<file path="config.mk">
export PLATFORM = sky130hd
export DESIGN_NAME = writeback_stage_flat
export DESIGN_NICKNAME = d
export VERILOG_FILES = /design/src/rtl/pipeline_pkg.sv /design/src/rtl/writeback_stage_if.sv /design/src/rtl/generic_mux.sv /design/src/rtl/wb_skid_buffer.sv /design/src/rtl/writeback_stage.sv /design/src/flat_wrapper.sv
export SDC_FILE = /design/constraint.sdc
export NUM_CORES = 1
export LEC_CHECK = 0
export CAP_MARGIN = 5
export CORE_ASPECT_RATIO = 0.8
export CORE_MARGIN = 8
export CORE_UTILIZATION = 39
export CTS_CLUSTER_DIAMETER = 100
export CTS_CLUSTER_SIZE = 40
export DETAILED_ROUTE_END_ITERATION = 6
export PLACE_DENSITY = 0.78
export SLEW_MARGIN = 0
export SYNTH_ARGS = -nofsm -noshare
export SYNTH_HDL_FRONTEND = slang
export SYNTH_SLANG_ARGS = --single-unit
</file>
<file path="constraint.sdc">
create_clock -name clk -period 1.3 [get_ports clk]
set_input_delay 0.195 -clock clk [delete_from_list [all_inputs] [get_ports clk]]
set_output_delay 0.195 -clock clk [all_outputs]
set_load 0.02 [all_outputs]
</file>
<file path="src/rtl/pipeline_pkg.sv">
// pipeline_pkg: shared types and constants for the per-SP pipeline back end.
//   - Default bus widths for the writeback stage.
//   - wb_sel result-select codes (WB_SEL_MULT..WB_SEL_MEM).
//   - occ_state_e: occupancy of the writeback skid buffer.
//   - wb_entry_t: one buffered writeback entry {data, rd, wb_en}.
package pipeline_pkg;

    localparam int unsigned WB_DATA_W = 32;
    localparam int unsigned WB_ADDR_W = 5;
    localparam int unsigned WB_SEL_W  = 3;

    localparam logic [WB_SEL_W-1:0] WB_SEL_MULT    = 3'd0;
    localparam logic [WB_SEL_W-1:0] WB_SEL_SHIFT   = 3'd1;
    localparam logic [WB_SEL_W-1:0] WB_SEL_LOGICAL = 3'd2;
    localparam logic [WB_SEL_W-1:0] WB_SEL_ADD     = 3'd3;
    localparam logic [WB_SEL_W-1:0] WB_SEL_COMPARE = 3'd4;
    localparam logic [WB_SEL_W-1:0] WB_SEL_MEM     = 3'd5;

    typedef enum logic [1:0] {
        StEmpty,
        StOne,
        StTwo
    } occ_state_e;

    typedef struct packed {
        logic [WB_DATA_W-1:0] data;
        logic [WB_ADDR_W-1:0] rd;
        logic                 wb_en;
    } wb_entry_t;

endpackage

</file>
<file path="src/rtl/writeback_stage_if.sv">
// writeback_stage_if: execute-side handshake plus register-file write port of the
// writeback stage.
//   master modport: the environment (execute stage + register file) side.
//   slave  modport: the writeback stage itself.
// Signals: valid_e/ready_e handshake, six result buses, wb_sel_e, wb_en_e, rd_e,
// rf_ready, rf_we, rf_waddr, rf_wdata, retire.
// With WB_BYPASS_EN defined it also carries fwd_valid, fwd_addr, fwd_data.
interface writeback_stage_if #(
    parameter int unsigned R_DATA_WIDTH   = pipeline_pkg::WB_DATA_W,
    parameter int unsigned REG_ADDR_WIDTH = pipeline_pkg::WB_ADDR_W,
    parameter int unsigned SEL_WIDTH      = pipeline_pkg::WB_SEL_W
);
    logic                      valid_e;
    logic                      ready_e;
    logic [R_DATA_WIDTH-1:0]   mult_e;
    logic [R_DATA_WIDTH-1:0]   shift_e;
    logic [R_DATA_WIDTH-1:0]   logical_e;
    logic [R_DATA_WIDTH-1:0]   add_e;
    logic [R_DATA_WIDTH-1:0]   compare_e;
    logic [R_DATA_WIDTH-1:0]   mem_e;
    logic [SEL_WIDTH-1:0]      wb_sel_e;
    logic                      wb_en_e;
    logic [REG_ADDR_WIDTH-1:0] rd_e;
    logic                      rf_ready;
    logic                      rf_we;
    logic [REG_ADDR_WIDTH-1:0] rf_waddr;
    logic [R_DATA_WIDTH-1:0]   rf_wdata;
    logic                      retire;
`ifdef WB_BYPASS_EN
    logic                      fwd_valid;
    logic [REG_ADDR_WIDTH-1:0] fwd_addr;
    logic [R_DATA_WIDTH-1:0]   fwd_data;
`endif

    modport master (
        output valid_e, mult_e, shift_e, logical_e, add_e, compare_e, mem_e,
        output wb_sel_e, wb_en_e, rd_e, rf_ready,
`ifdef WB_BYPASS_EN
        input  fwd_valid, fwd_addr, fwd_data,
`endif
        input  ready_e, rf_we, rf_waddr, rf_wdata, retire
    );

    modport slave (
        input  valid_e, mult_e, shift_e, logical_e, add_e, compare_e, mem_e,
        input  wb_sel_e, wb_en_e, rd_e, rf_ready,
`ifdef WB_BYPASS_EN
        output fwd_valid, fwd_addr, fwd_data,
`endif
        output ready_e, rf_we, rf_waddr, rf_wdata, retire
    );

endinterface

</file>
<file path="src/rtl/generic_mux.sv">
// generic_mux: N-input one-of-N selector.
//   in  : NUM_INPUTS packed words of WIDTH bits.
//   sel : index of the word to pass; out-of-range indices give zero.
//   out : selected word.
module generic_mux #(
    parameter int unsigned NUM_INPUTS = 8,
    parameter int unsigned WIDTH      = 32,
    localparam int unsigned SelW      = (NUM_INPUTS > 1) ? $clog2(NUM_INPUTS) : 1
) (
    input  logic [NUM_INPUTS-1:0][WIDTH-1:0] in,
    input  logic [SelW-1:0]                  sel,
    output logic [WIDTH-1:0]                 out
);

    always_comb begin
        out = '0;
        for (int i = 0; i < int'(NUM_INPUTS); i++) begin
            if (sel == SelW'(i)) begin
                out = in[i];
            end
        end
    end

endmodule

</file>
<file path="src/rtl/wb_skid_buffer.sv">
// wb_skid_buffer: 2-entry FIFO with EMPTY/ONE/TWO occupancy FSM, generic in width.
//   push_valid/push_ready : input handshake; push_ready depends only on state.
//   push_data             : entry to enqueue.
//   pop_ready             : consumer takes the head this cycle if head_valid.
//   head_*/tail_*         : registered oldest/youngest entries and their valid flags.
module wb_skid_buffer
    import pipeline_pkg::*;
#(
    parameter int unsigned WIDTH = 38
) (
    input  logic             clk,
    input  logic             rst_n,
    input  logic             push_valid,
    output logic             push_ready,
    input  logic [WIDTH-1:0] push_data,
    input  logic             pop_ready,
    output logic             head_valid,
    output logic [WIDTH-1:0] head_data,
    output logic             tail_valid,
    output logic [WIDTH-1:0] tail_data
);

    occ_state_e       state_q, state_d;
    logic [WIDTH-1:0] head_q, head_d;
    logic [WIDTH-1:0] tail_q, tail_d;
    logic             push, pop;

    assign push_ready = (state_q != StTwo);
    assign head_valid = (state_q != StEmpty);
    assign tail_valid = (state_q == StTwo);
    assign head_data  = head_q;
    assign tail_data  = tail_q;

    assign push = push_valid && push_ready;
    assign pop  = head_valid && pop_ready;

    always_comb begin
        state_d = state_q;
        head_d  = head_q;
        tail_d  = tail_q;
        unique case (state_q)
            StEmpty: begin
                if (push) begin
                    head_d  = push_data;
                    state_d = StOne;
                end
            end
            StOne: begin
                if (push && pop) begin
                    // Head leaves while the new entry arrives: it becomes head directly.
                    head_d = push_data;
                end else if (push) begin
                    tail_d  = push_data;
                    state_d = StTwo;
                end else if (pop) begin
                    state_d = StEmpty;
                end
            end
            StTwo: begin
                if (pop) begin
                    head_d  = tail_q;
                    state_d = StOne;
                end
            end
            default: state_d = StEmpty;
        endcase
    end

    always_ff @(posedge clk or negedge rst_n) begin
        if (!rst_n) begin
            state_q <= StEmpty;
            head_q  <= '0;
            tail_q  <= '0;
        end else begin
            state_q <= state_d;
            head_q  <= head_d;
            tail_q  <= tail_d;
        end
    end

endmodule

</file>
<file path="src/rtl/writeback_stage.sv">
// writeback_stage: captures execute/load results, resolves the destination value at
// input, buffers it in a 2-entry skid buffer and drives the register-file write port.
//   clk, rst_n : clock, asynchronous active-low reset.
//   bus        : writeback_stage_if.slave (execute handshake, result buses,
//                register-file write port, retire strobe).
// Optional macro WB_BYPASS_EN adds fwd_valid/fwd_addr/fwd_data presenting the youngest
// buffered entry that will write a register.
module writeback_stage
    import pipeline_pkg::*;
#(
    parameter int unsigned R_DATA_WIDTH   = WB_DATA_W,
    parameter int unsigned REG_ADDR_WIDTH = WB_ADDR_W,
    parameter int unsigned SEL_WIDTH      = WB_SEL_W
) (
    input  logic            clk,
    input  logic            rst_n,
    writeback_stage_if.slave bus
);

    localparam int unsigned EntryW = $bits(wb_entry_t);

    logic [7:0][R_DATA_WIDTH-1:0] mux_in;
    logic [R_DATA_WIDTH-1:0]      sel_data;
    logic [SEL_WIDTH-1:0]         sel;
    logic [REG_ADDR_WIDTH-1:0]    rd_in;
    wb_entry_t                    in_entry;
    wb_entry_t                    head, tail;
    logic                         head_valid, tail_valid;

    always_comb begin
        mux_in                 = '0;   // codes 6 and 7 select zero
        mux_in[WB_SEL_MULT]    = bus.mult_e;
        mux_in[WB_SEL_SHIFT]   = bus.shift_e;
        mux_in[WB_SEL_LOGICAL] = bus.logical_e;
        mux_in[WB_SEL_ADD]     = bus.add_e;
        mux_in[WB_SEL_COMPARE] = bus.compare_e;
        mux_in[WB_SEL_MEM]     = bus.mem_e;
    end

    assign sel   = bus.wb_sel_e;
    assign rd_in = bus.rd_e;

    generic_mux #(
        .NUM_INPUTS(8),
        .WIDTH     (R_DATA_WIDTH)
    ) u_sel_mux (
        .in (mux_in),
        .sel(sel),
        .out(sel_data)
    );

    // Register 0 is hard-wired: such entries still retire but never write.
    always_comb begin
        in_entry       = '0;
        in_entry.data  = sel_data;
        in_entry.rd    = rd_in;
        in_entry.wb_en = bus.wb_en_e && (rd_in != '0);
    end

    wb_skid_buffer #(
        .WIDTH(EntryW)
    ) u_skid (
        .clk       (clk),
        .rst_n     (rst_n),
        .push_valid(bus.valid_e),
        .push_ready(bus.ready_e),
        .push_data (in_entry),
        .pop_ready (bus.rf_ready),
        .head_valid(head_valid),
        .head_data (head),
        .tail_valid(tail_valid),
        .tail_data (tail)
    );

    // rf_we/retire are the only terms combinational on rf_ready.
    assign bus.rf_we    = head_valid && head.wb_en && bus.rf_ready;
    assign bus.retire   = head_valid && bus.rf_ready;
    assign bus.rf_waddr = head.rd;
    assign bus.rf_wdata = head.data;

`ifdef WB_BYPASS_EN
    // Youngest writing entry wins so decode sees the newest value for a register.
    always_comb begin
        bus.fwd_valid = 1'b0;
        bus.fwd_addr  = head.rd;
        bus.fwd_data  = head.data;
        if (tail_valid && tail.wb_en) begin
            bus.fwd_valid = 1'b1;
            bus.fwd_addr  = tail.rd;
            bus.fwd_data  = tail.data;
        end else if (head_valid && head.wb_en) begin
            bus.fwd_valid = 1'b1;
        end
    end
`else
    logic unused_tail;
    assign unused_tail = ^{tail, tail_valid};
`endif

endmodule

</file>
<file path="src/flat_wrapper.sv">
// flat-port wrapper written by rule: the top's interface ports become plain ports
module writeback_stage_flat import pipeline_pkg::*;
#(
    parameter int unsigned R_DATA_WIDTH   = WB_DATA_W,
    parameter int unsigned REG_ADDR_WIDTH = WB_ADDR_W,
    parameter int unsigned SEL_WIDTH      = WB_SEL_W
)
  (clk, rst_n, bus_valid_e, bus_mult_e, bus_shift_e, bus_logical_e, bus_add_e, bus_compare_e, bus_mem_e, bus_wb_sel_e, bus_wb_en_e, bus_rd_e, bus_rf_ready, bus_ready_e, bus_rf_we, bus_rf_waddr, bus_rf_wdata, bus_retire);
  writeback_stage_if #(.R_DATA_WIDTH(R_DATA_WIDTH), .REG_ADDR_WIDTH(REG_ADDR_WIDTH), .SEL_WIDTH(SEL_WIDTH)) bus_i ();
  input  logic clk;
  input  logic rst_n;
  input wire logic [$bits(bus_i.valid_e)-1:0] bus_valid_e;
  input wire logic [$bits(bus_i.mult_e)-1:0] bus_mult_e;
  input wire logic [$bits(bus_i.shift_e)-1:0] bus_shift_e;
  input wire logic [$bits(bus_i.logical_e)-1:0] bus_logical_e;
  input wire logic [$bits(bus_i.add_e)-1:0] bus_add_e;
  input wire logic [$bits(bus_i.compare_e)-1:0] bus_compare_e;
  input wire logic [$bits(bus_i.mem_e)-1:0] bus_mem_e;
  input wire logic [$bits(bus_i.wb_sel_e)-1:0] bus_wb_sel_e;
  input wire logic [$bits(bus_i.wb_en_e)-1:0] bus_wb_en_e;
  input wire logic [$bits(bus_i.rd_e)-1:0] bus_rd_e;
  input wire logic [$bits(bus_i.rf_ready)-1:0] bus_rf_ready;
  output wire logic [$bits(bus_i.ready_e)-1:0] bus_ready_e;
  output wire logic [$bits(bus_i.rf_we)-1:0] bus_rf_we;
  output wire logic [$bits(bus_i.rf_waddr)-1:0] bus_rf_waddr;
  output wire logic [$bits(bus_i.rf_wdata)-1:0] bus_rf_wdata;
  output wire logic [$bits(bus_i.retire)-1:0] bus_retire;
  assign bus_i.valid_e = bus_valid_e;
  assign bus_i.mult_e = bus_mult_e;
  assign bus_i.shift_e = bus_shift_e;
  assign bus_i.logical_e = bus_logical_e;
  assign bus_i.add_e = bus_add_e;
  assign bus_i.compare_e = bus_compare_e;
  assign bus_i.mem_e = bus_mem_e;
  assign bus_i.wb_sel_e = bus_wb_sel_e;
  assign bus_i.wb_en_e = bus_wb_en_e;
  assign bus_i.rd_e = bus_rd_e;
  assign bus_i.rf_ready = bus_rf_ready;
  assign bus_ready_e = bus_i.ready_e;
  assign bus_rf_we = bus_i.rf_we;
  assign bus_rf_waddr = bus_i.rf_waddr;
  assign bus_rf_wdata = bus_i.rf_wdata;
  assign bus_retire = bus_i.retire;
  writeback_stage #(.R_DATA_WIDTH(R_DATA_WIDTH), .REG_ADDR_WIDTH(REG_ADDR_WIDTH), .SEL_WIDTH(SEL_WIDTH)) u_core (.clk(clk), .rst_n(rst_n), .bus(bus_i));
endmodule
</file>
Yosys cells after proc, flatten, opt, wreduce, memory -nomap -nowiden. Index checks and enable logic that the tools add are counted. W data, S select, Z words.

Equal/unequal tests: 15. Mux-type cells: 18. Bitwise gates (word level): 1. Reductions and logical operators: 14.

Operators with widths (count): $mux W32 (8); $mux W38 (3); $pmux W38 S3 (1); $eq A3 B3 Y1 const B (4); $mux W2 (5); $ne A2 B2 Y1 const B (5); $reduce_and A4 Y1 (2); $eq A3 B2 Y1 const B (2); $logic_and A1 B1 Y1 (6); $pmux W2 S3 (1); $reduce_bool A5 Y1 (1); $eq A3 B1 Y1 const B (1); $logic_not A3 Y1 (1); $ne A3 B3 Y1 const B (1); $reduce_and A3 Y1 (1); $reduce_bool A3 Y1 (1); $eq A2 B1 Y1 const B (1); $eq A2 B2 Y1 const B (1); $logic_not A2 Y1 (1); $reduce_bool A2 Y1 (1); $not A1 Y1 (1).

Register bits: 78. Bits of input ports: 205. Output and inout bits: 40. Logic and storage cells: 51.

Logic depth before layout (Yosys ltp).
Depth after elaboration: 11. Mapped depth: 7. Gate-level depth less buffers: 4.

By module. A second synthesis with hierarchy kept.

Cells, all modules: 600. Area, all modules: 6224.7 um^2.

Modules (own cells, without submodules): wb_skid_buffer (instances 1, cells an instance 217, area an instance 3567.2 um^2); generic_mux (instances 1, cells an instance 378, area an instance 2626.3 um^2); writeback_stage (instances 1, cells an instance 5, area an instance 31.3 um^2).

Worst setup path before layout. No wires, ideal clock.

Path type: reg-to-reg. Start point: register u_core.u_skid.state_q[1]. End point: register u_core.u_skid.tail_q[14] (netlist: u_core.u_skid.tail_data[14]). Data arrival time: 1.338 ns. Setup slack: -0.114 ns. Stages on the path, launching flop included: 6. Path buffers: 1. Period minus slack after synthesis: 1.414 ns. Path through: dfrtp_1 -> nand2b_1 -> nor2_1 -> clkbuf_1 -> nand2_1 -> o21ai_1.

Word-level cells in the longest chain between the ends: 5. Elaborated cells on any way between the ends: 8. Classes of those cells: 2 x eq/ne; 1 x bitwise; 5 x reduce/logical.

RTL lines: start: declaration (RTL line wb_skid_buffer.sv:23) `occ_state_e state_q, state_d;`; start signal: assignment (RTL line wb_skid_buffer.sv:71) `state_q <= StEmpty;`; start signal: assignment (RTL line wb_skid_buffer.sv:75) `state_q <= state_d;`; $ne A2 B2 Y1 / $reduce_bool A2 Y1 (equally long branches) (RTL line wb_skid_buffer.sv:28, wb_skid_buffer.sv:29); $logic_and A1 B1 Y1 (on tied branches) (RTL line wb_skid_buffer.sv:34, wb_skid_buffer.sv:35); $logic_and A1 B1 Y1 (RTL line wb_skid_buffer.sv:49) `if (push && pop) begin`; $not A1 Y1 (no line); $reduce_and A3 Y1 (no line) *; end signal: assignment (RTL line wb_skid_buffer.sv:77) `tail_q <= tail_d;`; end: declaration (RTL line wb_skid_buffer.sv:25) `logic [WIDTH-1:0] tail_q, tail_d;`.

Every way passes the cells marked *; elsewhere a longest branch is shown, timed or not. A chain may end at the register's enable or synchronous reset.

Final worst setup path.
Start point: register u_core.u_skid.state_q[1]. End point: register u_core.u_skid.head_q[6] (netlist: u_core.u_skid.head_data[6]).

Word-level cells in the longest chain between the ends: 5. Elaborated cells on any way between the ends: 14. Classes of those cells: 6 x eq/ne; 1 x mux; 7 x reduce/logical.

RTL lines: $ne A2 B2 Y1 / $reduce_bool A2 Y1 (equally long branches) (RTL line wb_skid_buffer.sv:28, wb_skid_buffer.sv:29); $logic_and A1 B1 Y1 (on tied branches) (RTL line wb_skid_buffer.sv:34, wb_skid_buffer.sv:35); $logic_and A1 B1 Y1 (RTL line wb_skid_buffer.sv:49); $ne A2 B2 Y1 (no line); $reduce_and A4 Y1 (no line); end signal: assignment (RTL line wb_skid_buffer.sv:72) `head_q <= '0;`; end signal: assignment (RTL line wb_skid_buffer.sv:76) `head_q <= head_d;`; end: declaration (RTL line wb_skid_buffer.sv:24) `logic [WIDTH-1:0] head_q, head_d;`.

Several ways; a longest one is shown, not always the timed one.

==> summary.txt <==
Detailed routing
  • Number of DRC markers in iteration 0: 615
  • Number of optimization iterations in the first detailed-route pass: 5
  • Routed wire length: 24900 um
  • Detail Route Antenna Nets: 0
  • WL per Instance: 22.1 um
  • Total via count in the routed design: 6395
  • Via density: 5.69
  • Post-route DRC: 0

Timing
  • Final Slew Violations: 0
  • Transition time of the tightest slew-check pin: 513 ps
  • Highest clock frequency the design can meet: 615 MHz
  • RSZ-0062 raised after global routing: true
  • Period utilisation layout: 1.25
  • Final setup slack of the worst path: -326 ps
  • Final Hold Vio Count: 0
  • Setup TNS Final: -18340 ps
  • Remaining max-slew budget at the tightest pin: 0.654
  • Total of endpoints with negative setup slack in the final report: 80
  • Worst hold slack after final layout: 425 ps
  • Crit path time final: 1630 ps
  • Worst clock skew: 5.94 ps

Pwr
  • PwrDens: 1140 mW/mm^2
  • IR drop worst, VDD: 0.769 mV
  • Post-route total power: 11.0 mW
  • Leakage: 4.00 nW

Worst setup path
  • Data arrival, critical path: 1880 ps
  • Max FO, Critical Path: 7
  • Startpoint kind of the worst setup timing path: register
  • Classification of the worst setup path: register to register
  • Req. time, crit path: 1550 ps
  • Type of destination of the critical path: register

Synthesis
  • Average cell area after synthesis: 8.37 sq um
  • Gate count after technology mapping: 673
  • Proportion of synthesized flip-flops having asynchronous set or reset: 1.00
  • Post-synthesis net count: 878
  • Cell accounting for the most synthesized area: dfrtp_1
  • Synth top cells by count: nand2_1, o21ai_1, dfrtp_1
  • Synthesis warning total: 0
  • Number of synthesized flops with an enable pin: 0
  • Leading post-synthesis cells by cell area: dfrtp_1, o21ai_1, nand2_1
  • Fraction of synthesized cell area taken by the top area cell type: 0.346
  • Cell variety after synth: 34
  • Flops & latches, synth: 78
  • Dominant register cell in the synthesized netlist: dfrtp_1
  • Most frequently used cell type in the post-synthesis netlist: nand2_1
  • Cell area after synthesis: 0.00564 sq mm
  • Sequential share of the synthesized area: 0.346

Die
  • Top-Level Pins: 245
  • Initial standard-cell utilization of the core: 0.397
  • Die width: 150 um
  • Number of rows created at floorplan: 39
  • Die height: 124 um
  • Core Region: 0.0142 sq mm
  • Die Area: 0.0186 sq mm

Placed design
  • Buffers on Ports: 244
  • GP Congestion: 0.886
  • Area post-placement: 0.00836 sq mm
  • DP Wirelength: 16800 um
  • Cell count after placement: 1075

Final layout
  • Final Instance Count excl. Fillers: 1124
  • Final Instance Area: 0.00969 sq mm
  • Sequential standard cell area: 0.00195 sq mm
  • Layout overhead on the synthesized area: 72.0%
  • Layout net count: 1139
  • Count of filler cells inserted in the layout: 1042
  • Multi-input combinational cell area: 0.00356 sq mm
  • Layout cells sized above 1: 0.266

Global routing
  • Gr ovfl total: 0
  • Number of global-route vias before repair: 6587
  • Overall routing resource usage: 0.251
  • Antenna violations before repair: 1
  • Wire length of the first global-routing pass: 35800 um
  • Largest net degree at the start of global routing: 53

Clocking
  • Clock transition at path regs: 60 ps
  • Number of buffers between clock root and the deepest sink: 2
  • Insertion delay of the later-clocked pin in the worst-skew pair: 340 ps
  • Clock sink total: 78
  • H-tree depth: 3
  • CTS Root Buffer Type: clkbuf_16
  • TritonCTS clock tree: built
  • Total CTS buffers: 9

Hold path
  • Worst hold path class: input port to asynchronous set/reset pin

Status
  • Outcome: complete, but fails checks
  • Failing checks: setup timing

Flow run
  • Max capacitance violation total: 0
-- critical path: stages, from the launching register on --
cell	delay (ps)
dfrtp_1	400
buf_6	140
and3b_2	280
a21oi_4	200
buf_4	190
buf_8	150
a22oi_2	60
o21ai_1	100
-- stage by stage --
stage | worst slack (ps) | util
floorplan | -7.61 | -
global placement | -720 | 0.589
detailed placement | -774 | 0.589
CTS | -251 | 0.660
global route | -366 | 0.683
finish | -326 | 0.683
-- report_power, final --
| part | internal, mW | leakage (nW) | switching [mW] |
|---|---|---|---|
| logic | 2.35 | 2.85 | 2.32 |
| clock network | 1.59 | 0.144 | 1.04 |
| registers | 3.15 | 1.00 | 0.575 |
-- placed cells by master, fill, tap and decap left out, types with 20 or more instances in the layout --
cell type / count
nor2b_1: 27
o21ai_1: 92
and2_1: 26
dfrtp_1: 78
clkdlybuf4s50_1: 200
nand3b_1: 32
o21ai_0: 28
buf_6: 20
a221o_1: 26
nand2_1: 88
a22oi_2: 32
buf_4: 58
mux2i_1: 34
a21oi_2: 22
-- cells by family after synthesis --
group | Yosys count | share of synthesized area
AO/OA/AOI/OAI | 237 | 0.278
buffers and inverters | 98 | 0.105
flip-flops | 78 | 0.346
multiplexers | 38 | 0.0684
AND/OR/NAND/NOR | 222 | 0.202
-- metal layers --
| metal | global-route usage | vias up | wire, um |
|---|---|---|---|
| li1 | - | 2901 | - |
| met1 | 0.301 | 3060 | 9650 |
| met4 | 0.115 | 2 | 919 |
| met2 | 0.419 | 367 | 11800 |
| met3 | 0.0633 | 65 | 2480 |
| met5 | 0 | - | 14 |
-- worst paths after layout --
| path | slack [ps] | startpoint | end | cells after the start |
|---|---|---|---|---|
| setup / recovery | -330 | u_core.u_skid.state_q[1]$_DFFE_PN0P_ | u_core.u_skid.head_data[6]$_DFFE_PN0P_ | 7 |
| hold / removal | 420 | rst_n | u_core.u_skid.head_data[29]$_DFFE_PN0P_ | 3 |
| setup reg to reg | -330 | u_core.u_skid.state_q[1]$_DFFE_PN0P_ | u_core.u_skid.head_data[6]$_DFFE_PN0P_ | 7 |
| hold reg to reg | 500 | u_core.u_skid.tail_data[5]$_DFFE_PN0P_ | u_core.u_skid.tail_data[5]$_DFFE_PN0P_ | 2 |
| max in group asynchronous | 580 | rst_n | u_core.u_skid.state_q[1]$_DFFE_PN0P_ | 3 |
| min in group clk | 500 | u_core.u_skid.tail_data[5]$_DFFE_PN0P_ | u_core.u_skid.tail_data[5]$_DFFE_PN0P_ | 2 |
-- registers in the layout (all words and copies together) (netlist names) --
signal and count:
u_core.u_skid.head_data 38, u_core.u_skid.state_q 2, u_core.u_skid.tail_data 38
-- cell type report --
cell class,count,share of cell area
antenna,1,0.000258
clock buffer,11,0.0261
clock inverter,5,0.00594
inverter,3,0.00116
multi-input combinational,497,0.367
sequential,78,0.201
tap,184,0.0237
timing repair buffer,345,0.374
-- timing repair --
action	in CTS	in global routing
hold buffers	1	0
setup endpoints to repair	117	99
buffers inserted	12	10
resized for setup	150	72
pin swaps	32	16
endpoints found under the hold margin	78	0
gates cloned	8	4
Note: power is estimated with default switching activity, not from simulation.
